**src/rtl/uart_console_pkg.sv**
```systemverilog
// Shared definitions for the uart_console Wishbone console slave:
// transmit FSM encoding and 8N1 frame geometry.
package uart_console_pkg;

    typedef enum logic [1:0] {
        ST_IDLE  = 2'd0,
        ST_START = 2'd1,
        ST_DATA  = 2'd2,
        ST_STOP  = 2'd3
    } tx_state_e;

    localparam int UART_DATA_BITS  = 8;
    localparam int UART_FRAME_BITS = 10;

endpackage

```
**src/rtl/uart_console_fifo.sv**
```systemverilog
// Synchronous FIFO between the Wishbone write port and the UART transmitter.
// Read data is the word at the read pointer; a pop advances past it.
module uart_console_fifo
    import uart_console_pkg::*;
#(
    parameter int WIDTH = UART_DATA_BITS,
    parameter int AW    = 4
) (
    input  logic             i_clk,
    input  logic             i_reset,
    input  logic             i_push,
    input  logic [WIDTH-1:0] i_data,
    input  logic             i_pop,
    output logic [WIDTH-1:0] o_data,
    output logic             o_empty,
    output logic [AW:0]      o_count
);

    localparam logic [AW:0] DEPTH = (AW+1)'(2**AW);

    logic [WIDTH-1:0] mem [2**AW];
    logic [AW-1:0]    wr_ptr;
    logic [AW-1:0]    rd_ptr;
    logic             full;
    logic             do_push;
    logic             do_pop;

    assign full    = (o_count == DEPTH);
    assign o_empty = (o_count == '0);
    assign do_push = i_push && !full;
    assign do_pop  = i_pop && !o_empty;
    assign o_data  = mem[rd_ptr];

    // NOTE: non-blocking assignments so every register samples pre-edge values.
    always_ff @(posedge i_clk) begin
        if (i_reset) begin
            wr_ptr  <= '0;
            rd_ptr  <= '0;
            o_count <= '0;
        end else begin
            if (do_push) wr_ptr <= wr_ptr + 1'b1;
            if (do_pop)  rd_ptr <= rd_ptr + 1'b1;
            case ({do_push, do_pop})
                2'b10:   o_count <= o_count + 1'b1;
                2'b01:   o_count <= o_count - 1'b1;
                default: o_count <= o_count;
            endcase
        end
    end

    // NOTE: storage is not reset; count and pointers alone define what is valid.
    always_ff @(posedge i_clk) begin
        if (do_push) mem[wr_ptr] <= i_data;
    end

endmodule

```
**src/rtl/uart_console.sv**
```systemverilog
// Wishbone write-only console: bytes are queued in a FIFO and sent as 8N1 UART frames.
// Define UART_CONSOLE_SIM_PRINT_EN to echo every accepted byte to the simulator log.
module uart_console
    import uart_console_pkg::*;
#(
    parameter int CLKS_PER_BIT = 16,
    parameter int FIFO_AW      = 4
) (
    input  logic        i_clk,
    input  logic        i_reset,
    input  logic        i_wb_stb,
    input  logic [31:0] i_wb_data,
    output logic        o_wb_ack,
    output logic        o_wb_stall,
    output logic        o_uart_tx,
    output logic        o_tx_busy
);

    localparam int                BAUD_W      = $clog2(CLKS_PER_BIT);
    localparam logic [BAUD_W-1:0] BAUD_RELOAD = BAUD_W'(CLKS_PER_BIT - 1);
    localparam logic [FIFO_AW:0]  FIFO_DEPTH  = (FIFO_AW+1)'(2**FIFO_AW);
    localparam logic [2:0]        LAST_BIT    = 3'(UART_DATA_BITS - 1);

    tx_state_e         state;
    tx_state_e         state_next;
    logic [BAUD_W-1:0] baud;
    logic [BAUD_W-1:0] baud_next;
    logic [2:0]        bit_idx;
    logic [2:0]        bit_idx_next;
    logic [7:0]        shift;
    logic [7:0]        shift_next;
    logic              tx_next;
    logic              pop;
    logic              accept;
    logic              fifo_empty;
    logic [FIFO_AW:0]  fifo_count;
    logic [7:0]        fifo_rdata;
    logic              unused_ok;

    assign unused_ok  = &{1'b0, i_wb_data[31:8]};
    assign o_wb_stall = (fifo_count == FIFO_DEPTH);
    assign accept     = i_wb_stb && !o_wb_stall;
    assign o_tx_busy  = !fifo_empty || (state != ST_IDLE);

    uart_console_fifo #(
        .WIDTH (UART_DATA_BITS),
        .AW    (FIFO_AW)
    ) u_fifo (
        .i_clk   (i_clk),
        .i_reset (i_reset),
        .i_push  (accept),
        .i_data  (i_wb_data[7:0]),
        .i_pop   (pop),
        .o_data  (fifo_rdata),
        .o_empty (fifo_empty),
        .o_count (fifo_count)
    );

    always_ff @(posedge i_clk) begin
        if (i_reset) o_wb_ack <= 1'b0;
        else         o_wb_ack <= accept;
    end

    // NOTE: every output gets a default first, so no path infers a latch.
    always_comb begin
        state_next   = state;
        baud_next    = baud;
        bit_idx_next = bit_idx;
        shift_next   = shift;
        tx_next      = o_uart_tx;
        pop          = 1'b0;

        case (state)
            ST_IDLE: begin
                tx_next = 1'b1;
                if (!fifo_empty) begin
                    pop        = 1'b1;
                    shift_next = fifo_rdata;
                    tx_next    = 1'b0;
                    baud_next  = BAUD_RELOAD;
                    state_next = ST_START;
                end
            end
            ST_START: begin
                if (baud == '0) begin
                    baud_next    = BAUD_RELOAD;
                    tx_next      = shift[0];
                    shift_next   = shift >> 1;
                    bit_idx_next = '0;
                    state_next   = ST_DATA;
                end else begin
                    baud_next = baud - 1'b1;
                end
            end
            ST_DATA: begin
                if (baud == '0) begin
                    baud_next = BAUD_RELOAD;
                    if (bit_idx == LAST_BIT) begin
                        tx_next    = 1'b1;
                        state_next = ST_STOP;
                    end else begin
                        tx_next      = shift[0];
                        shift_next   = shift >> 1;
                        bit_idx_next = bit_idx + 1'b1;
                    end
                end else begin
                    baud_next = baud - 1'b1;
                end
            end
            ST_STOP: begin
                if (baud == '0) begin
                    // Chain straight into the next start bit when more bytes wait.
                    if (!fifo_empty) begin
                        pop        = 1'b1;
                        shift_next = fifo_rdata;
                        tx_next    = 1'b0;
                        baud_next  = BAUD_RELOAD;
                        state_next = ST_START;
                    end else begin
                        tx_next    = 1'b1;
                        state_next = ST_IDLE;
                    end
                end else begin
                    baud_next = baud - 1'b1;
                end
            end
            default: state_next = ST_IDLE;
        endcase
    end

    always_ff @(posedge i_clk) begin
        if (i_reset) begin
            state     <= ST_IDLE;
            baud      <= '0;
            bit_idx   <= '0;
            shift     <= '0;
            o_uart_tx <= 1'b1;
        end else begin
            state     <= state_next;
            baud      <= baud_next;
            bit_idx   <= bit_idx_next;
            shift     <= shift_next;
            o_uart_tx <= tx_next;
        end
    end

`ifdef UART_CONSOLE_SIM_PRINT_EN
    always_ff @(posedge i_clk) begin
        if (!i_reset && accept) $write("%c", i_wb_data[7:0]);
    end
`else
    // Console text only reaches the serial line.
`endif

endmodule

```
**config.mk**
```make
export PLATFORM = sky130hd
export DESIGN_NAME = uart_console
export DESIGN_NICKNAME = d
export VERILOG_FILES = /design/src/rtl/uart_console_pkg.sv /design/src/rtl/uart_console_fifo.sv /design/src/rtl/uart_console.sv
export SDC_FILE = /design/constraint.sdc
export NUM_CORES = 1
export LEC_CHECK = 0
export ABC_AREA = 1
export CORE_MARGIN = 1
export CORE_UTILIZATION = 45
export CTS_BUF_LIST = sky130_fd_sc_hd__clkbuf_16
export CTS_CLUSTER_SIZE = 8
export DETAILED_ROUTE_END_ITERATION = 7
export PLACE_DENSITY_LB_ADDON = 0.25
export SETUP_SLACK_MARGIN = 0.3
export SYNTH_ARGS = -nofsm -noshare
export SYNTH_HDL_FRONTEND = slang
export SYNTH_HIERARCHICAL = 1
export SYNTH_SLANG_ARGS = --single-unit
export TNS_END_PERCENT = 30
```
**constraint.sdc**
```tcl
create_clock -name i_clk -period 2.6 [get_ports i_clk]
set_clock_uncertainty 0.1 [all_clocks]
set_input_delay 0.52 -clock i_clk [delete_from_list [all_inputs] [get_ports i_clk]]
set_output_delay 0.52 -clock i_clk [all_outputs]
set_load 0.02 [all_outputs]
```
; ---- Word level (Yosys, flattened, before mapping)
; Memory sizes are Yosys's and may differ from the RTL's. A register that Yosys moved wholly into a read port is not among the register bits.
; Cells that the tools add are included.
; Widths: inputs -> output; s select.
[op_classes]
n_addsub = 6
eq_ne = 13
muxes = 35
reduce_logical = 17
[ops]
columns = operator, n
row1 = $mux 8, 5
row2 = $pmux 8 s4, 1
row3 = $mux 4, 5
row4 = $ne 2x2->1 const B, 6
row5 = $pmux 4 s3, 1
row6 = $mux 1, 10
row7 = $mux 2, 5
row8 = $pmux 5 s2, 1
row9 = $mux 3, 3
row10 = $add 4x1->4 const B, 2
row11 = $pmux 2 s4, 1
row12 = $reduce_and 4->1, 2
row13 = $eq 2x2->1 const B, 3
row14 = $pmux 3 s2, 1
row15 = $reduce_bool 2->1, 3
row16 = $add 5x1->5 const B, 1
row17 = $eq 5x5->1 const B, 1
row18 = $logic_not 5->1, 1
row19 = $reduce_and 5->1, 1
row20 = $sub 5x1->5 const B, 1
row21 = $eq 2x1->1 const B, 2
row22 = $logic_not 4->1, 1
row23 = $pmux 1 s4, 1
row24 = $sub 4x1->4 const B, 1
row25 = 9 further kinds, 12
[word_totals]
ff_bits = 32
ramBits = 128
inputBits = 35
output_inout_bits = 4
word_cells = 81
n_memories = 1
[mem_list]
columns = memory, words, word_bits, rd, rd_clocked_by_memory_dff, write_ports, line_no
row1 = u_fifo.mem, 16, 8, 1, 1, 1, uart_console_fifo.sv:21  ; logic [WIDTH-1:0] mem [2**AW];

; ---- Logic depth before layout (Yosys ltp)
[logic_depth]
word_depth = 7
depth_mapped = 19
mapped_depth_nobuf = 19

; ---- By module
; Netlist, hierarchy kept.
[modules_own_cells]
columns = module, n_inst, cells_per_inst, area_per_inst_um2, seq_area_each_um2
row1 = uart_console_fifo, 1, 477, 6099.6, 4184.0
row2 = uart_console, 1, 192, 1197.4, 380.4

; ---- Least setup slack after synthesis
; OpenSTA, ideal clock, no wires.
[synth_path]
kind = register to register
start = reg state[0]
end = reg u_fifo.o_count[4]
arrival_ps = 2415
slack_ps = -24
path_stages_with_launch = 19
path_buffers = 1
period_less_slack_ps = 2624
path_cell_list = dfxtp_1 inv_1 ha_1 inv_1 buf_2 nand2_1 a21oi_1 nand2_4 inv_4 ha_1 xor2_1 ha_1 inv_1 nand2_2 nand2_1 nand3_1 nand3_1 nand2_1 inv_1
[synth_between]
elab_chain_len = 5
elab_cells_between_ends = 8
classes_between = 3 x eq/ne / 2 x mux / 3 x reduce/logical
[synth_rtl]
columns = element, line_no
row1 = start: declaration, uart_console.sv:24  ; tx_state_e state;
row2 = start signal: assignment, uart_console.sv:139  ; state <= state_next;
row3 = $eq 2x2->1 / $logic_not 2->1 (equally long branches), uart_console.sv:73  ; case (state)
row4 = $pmux 1 s2 *, uart_console.sv:73
row5 = via pop, uart_console.sv:33  ; logic pop;
row6 = $logic_and 1x1->1 *, uart_console_fifo.sv:31  ; assign do_pop = i_pop && !o_empty;
row7 = via u_fifo.do_pop, uart_console_fifo.sv:26  ; logic do_pop;
row8 = $eq 2x1->1 / $eq 2x2->1 (equally long branches), uart_console_fifo.sv:43  ; case ({do_push, do_pop})
row9 = $pmux 5 s2 / $reduce_bool 2->1 (equally long branches), -
row10 = end signal: assignment, uart_console_fifo.sv:44  ; 2'b10: o_count <= o_count + 1'b1;
row11 = end signal: assignment, uart_console_fifo.sv:45  ; 2'b01: o_count <= o_count - 1'b1;
row12 = end signal: assignment, uart_console_fifo.sv:46  ; default: o_count <= o_count;
row13 = end: declaration, uart_console_fifo.sv:16  ; output logic [AW:0] o_count
; Mark *: on every way through the listed nets, which the timed path passes. The rest lies on a longest branch.
; A chain may end at the register's enable or synchronous reset.

; ---- Worst setup path in the final report
[layout_path]
start = reg state[1]
end = reg u_fifo.o_count[4]
; Same word-level chain as after synthesis.

==> results.py <==
metrics = {
    "routing": {
        "route.detailed.drc": 0,
        "wl_mm": 15.10,
        "via_count": 4798,
        "viasPerCell": 5.104,
        "avgRoutedWirePerCell_um": 16.06,
        "ant_nets": 0,
        "drt_first_pass_iters": 4,
        "drtIter0Drc": 305,
    },
    "grt": {
        "grt_use_total_pct": 19.27,
        "grt_pass1_wl_mm": 23.67,
        "grt_pass1_vias": 4508,
        "antenna_found_initial": 0,
        "grt-ovfl-total": 0,
        "grt_start_max_net_pins": 43,
    },
    "sta": {
        "hold_viol_final": 0,
        "slew_violations": 0,
        "max_freq_ghz": 0.4363,
        "setup_tns_ps": 0,
        "layout_min_cycle_time_ps": 2292,
        "setup_viol": 0,
        "max_slew_margin_pct": 50.44,
        "fin_crit_sh_pct": 88.15,
        "rsz0062_at_grt": "yes",
        "worst_pin_slew_ps": 741.0,
    },
    "worst_setup_path": {
        "max_stage_delay_ps": 380,
        "crit_top_cell": "nand2_1",
        "path_max_fanout": 5,
        "end_kind": "register",
        "critPathSlowestCell": "dfxtp_4",
        "required_ps": 2820,
        "path_class": "register to register",
        "startpoint": "state[1]$_SDFFE_PP0P_",
        "cp_cell_sequence": "inv_4 > ha_4 > inv_2 > nand2_2 > a21oi_4 > nand2_4 > clkinv_4 > ha_4 > ha_4 > nand4_1 > nand2_1 > inv_1 > nand2_1 > nand2_1 > nand3_1 > nand2_1 > inv_1",
        "worstPathArrival_ps": 2520,
        "r2r-start": "state[1]$_SDFFE_PP0P_",
        "start_kind": "register",
    },
    "synth": {
        "synth_edf_count": 128,
        "yosys-top-cells-area": "edfxtp_1 53%, dfxtp_1 9.9%, nand2_1 4.5%",
        "synthFlopType": "edfxtp_1",
        "synth_area_um2": 7297,
        "synth_area_leader_cell": "edfxtp_1",
        "ys_ff_latch": 164,
        "synth_fp_nets": 720,
        "yosysWarningCount": 6,
        "synth_cell_types": 35,
        "post-synth-top-area-fraction_pct": 52.67,
        "netlist_instances": 669,
        "syn_avg_cell_area_um2": 10.91,
        "seq_area_frac_synth_pct": 62.55,
        "async_reset_ff_share_pct": 0,
    },
    "place": {
        "globalplace.congestion": 0.8536,
        "dp.cells": 898,
        "io_buffers": 14,
        "dp_hpwl_mm": 9.902,
        "postPlaceCellArea_um2": 7836,
    },
    "cells_and_area": {
        "mostFrequentLayoutCell": "edfxtp_1",
        "final_cell_mix": "128 x edfxtp_1, 86 x nand2_1, 75 x inv_1",
        "layout-drive-gt1-share_pct": 16.16,
        "n_antenna_cell": 0,
        "finalNonFillerCells": 940,
        "nets": 762,
        "num-fill-cells": 1346,
        "fin_area_um2": 8696,
        "synthToLayoutAreaGrowth_pct": 19.17,
    },
    "clocking": {
        "cts_made_buffers": 17,
        "cts_tree": "built",
        "clock_sinks": 164,
        "cts_hold_buf": 0,
        "clk-insertion-delay-late_ps": 420,
        "cts-root-buf": "clkbuf_16",
        "path_clk_slew_ps": 60,
        "htreeDepth": 4,
        "clockBufferDepth": 2,
    },
    "min_path": {
        "hold_start": "shift[7]$_SDFFE_PP0P_",
        "hold_class": "register to register",
    },
    "floorplan": {
        "placeableCoreArea_um2": 15890,
        "die_w_um": 129.3,
        "die_area_um2": 16730,
        "start_util_pct": 45.94,
        "rows": 46,
        "die_h_um": 129.3,
        "io_pins": 39,
    },
    "run_status": {
        "status": "complete, no violations",
    },
    "power": {
        "power.density_nw_per_um2": 1100,
        "leakage_uw": 0.003270,
        "peakVddDrop_v": 0.0004765,
    },
    "flow_run": {
        "max_cap_viol_count": 0,
    },
}
==> critical path: cells and delay by family, from the launching register on <==
kind / cells / cell delay [ps]
adders and majority gates: 3 / 680
buffers and inverters: 5 / 290
and+or+nand+nor: 8 / 610
AOI/OAI and AO/OA: 1 / 140
DFF: 1 / 380
==> cells by family after synthesis <==
group | count (synthesis) | synth area share [%]
compound gates | 133 | 10.46
xor+xnor | 5 | 0.6001
fa+ha+maj | 16 | 2.743
buf+inv | 115 | 6.533
flops | 164 | 62.55
mux | 32 | 4.390
simple gates | 204 | 12.72
==> synthesized netlist by cell type, types with 7 or more instances <==
cell and instances:
mux2i_1 32, o211ai_1 32, o21ai_1 9, clkbuf_1 15, nor3b_1 8, o21ai_0 42, buf_2 7, edfxtp_1 128
nor2_1 56, ha_1 16, a21oi_1 45, nand2_1 88, inv_1 82, nand3_1 27, dfxtp_1 36
==> registers in the layout (all words and copies together), names as in the netlist, named ones only <==
register / cells
u_fifo/wr_ptr: 4
o_uart_tx: 1
shift: 8
state: 2
u_fifo/rd_ptr: 4
baud: 4
o_wb_ack: 1
u_fifo/mem: 128
bit_idx: 3
u_fifo/o_count: 5
==> where the power goes <==
group,total [uW],switching (uW),leakage [uW],internal [uW]
Combinational,3440,2110,0.00149,1330
Sequential,3300,208,0.00146,3090
Clock,2830,1020,0.000326,1810
Total,9560,3330,0.00327,6230
==> area by class of cell <==
| class | instances | area, um2 | area share, % |
|---|---|---|---|
| Timing Repair Buffer | 52 | 447.9 | 5.151 |
| Inverter | 86 | 335.3 | 3.856 |
| Clock inverter | 15 | 251.5 | 2.892 |
| Multi-Input combinational cell | 390 | 2381 | 27.38 |
| Tap cell | 216 | 270.3 | 3.108 |
| Sequential cell | 164 | 4584 | 52.72 |
| Clock buffer | 17 | 425.4 | 4.892 |
==> per-stage QoR <==
stage | power [uW] | hold slack (ps) | util [%] | setup WS (ps)
floorplan | 5634 | 339.3 | - | 337.9
global placement | 6316 | 353.7 | 49.33 | 157.6
detailed placement | 6433 | 363.2 | 49.33 | 144.0
CTS | 9266 | 371.9 | 53.69 | 207.0
global route | 10120 | 396.7 | 54.74 | 204.8
finish | 9564 | 366.7 | 54.74 | 308.1
==> worst paths after layout <==
kind	endpoint	slack (ps)	depth (start not counted)
max	u_fifo/o_count[4]$_SDFFE_PP0P_	310	17
min	shift[7]$_SDFFE_PP0P_	370	2
max reg2reg	u_fifo/o_count[4]$_SDFFE_PP0P_	310	17
min reg2reg	shift[7]$_SDFFE_PP0P_	370	2
==> repair_timing <==
item / CTS / global route
setup endpoints to repair: 5 / 5
pin swaps: 2 / 12
gates resized for setup: 6 / 27
buffers inserted: 1 / 9
==> per-layer routing <==
metal / GRT usage (%) / up-vias / wire, um
met5: 0 / - / 0
met4: 7.751 / 0 / 244
met3: 3.799 / 20 / 649
met2: 30.90 / 113 / 7390
met1: 25.80 / 2265 / 6816
li1: - / 2400 / -
No activity file was read; power rests on OpenSTA's default activity.
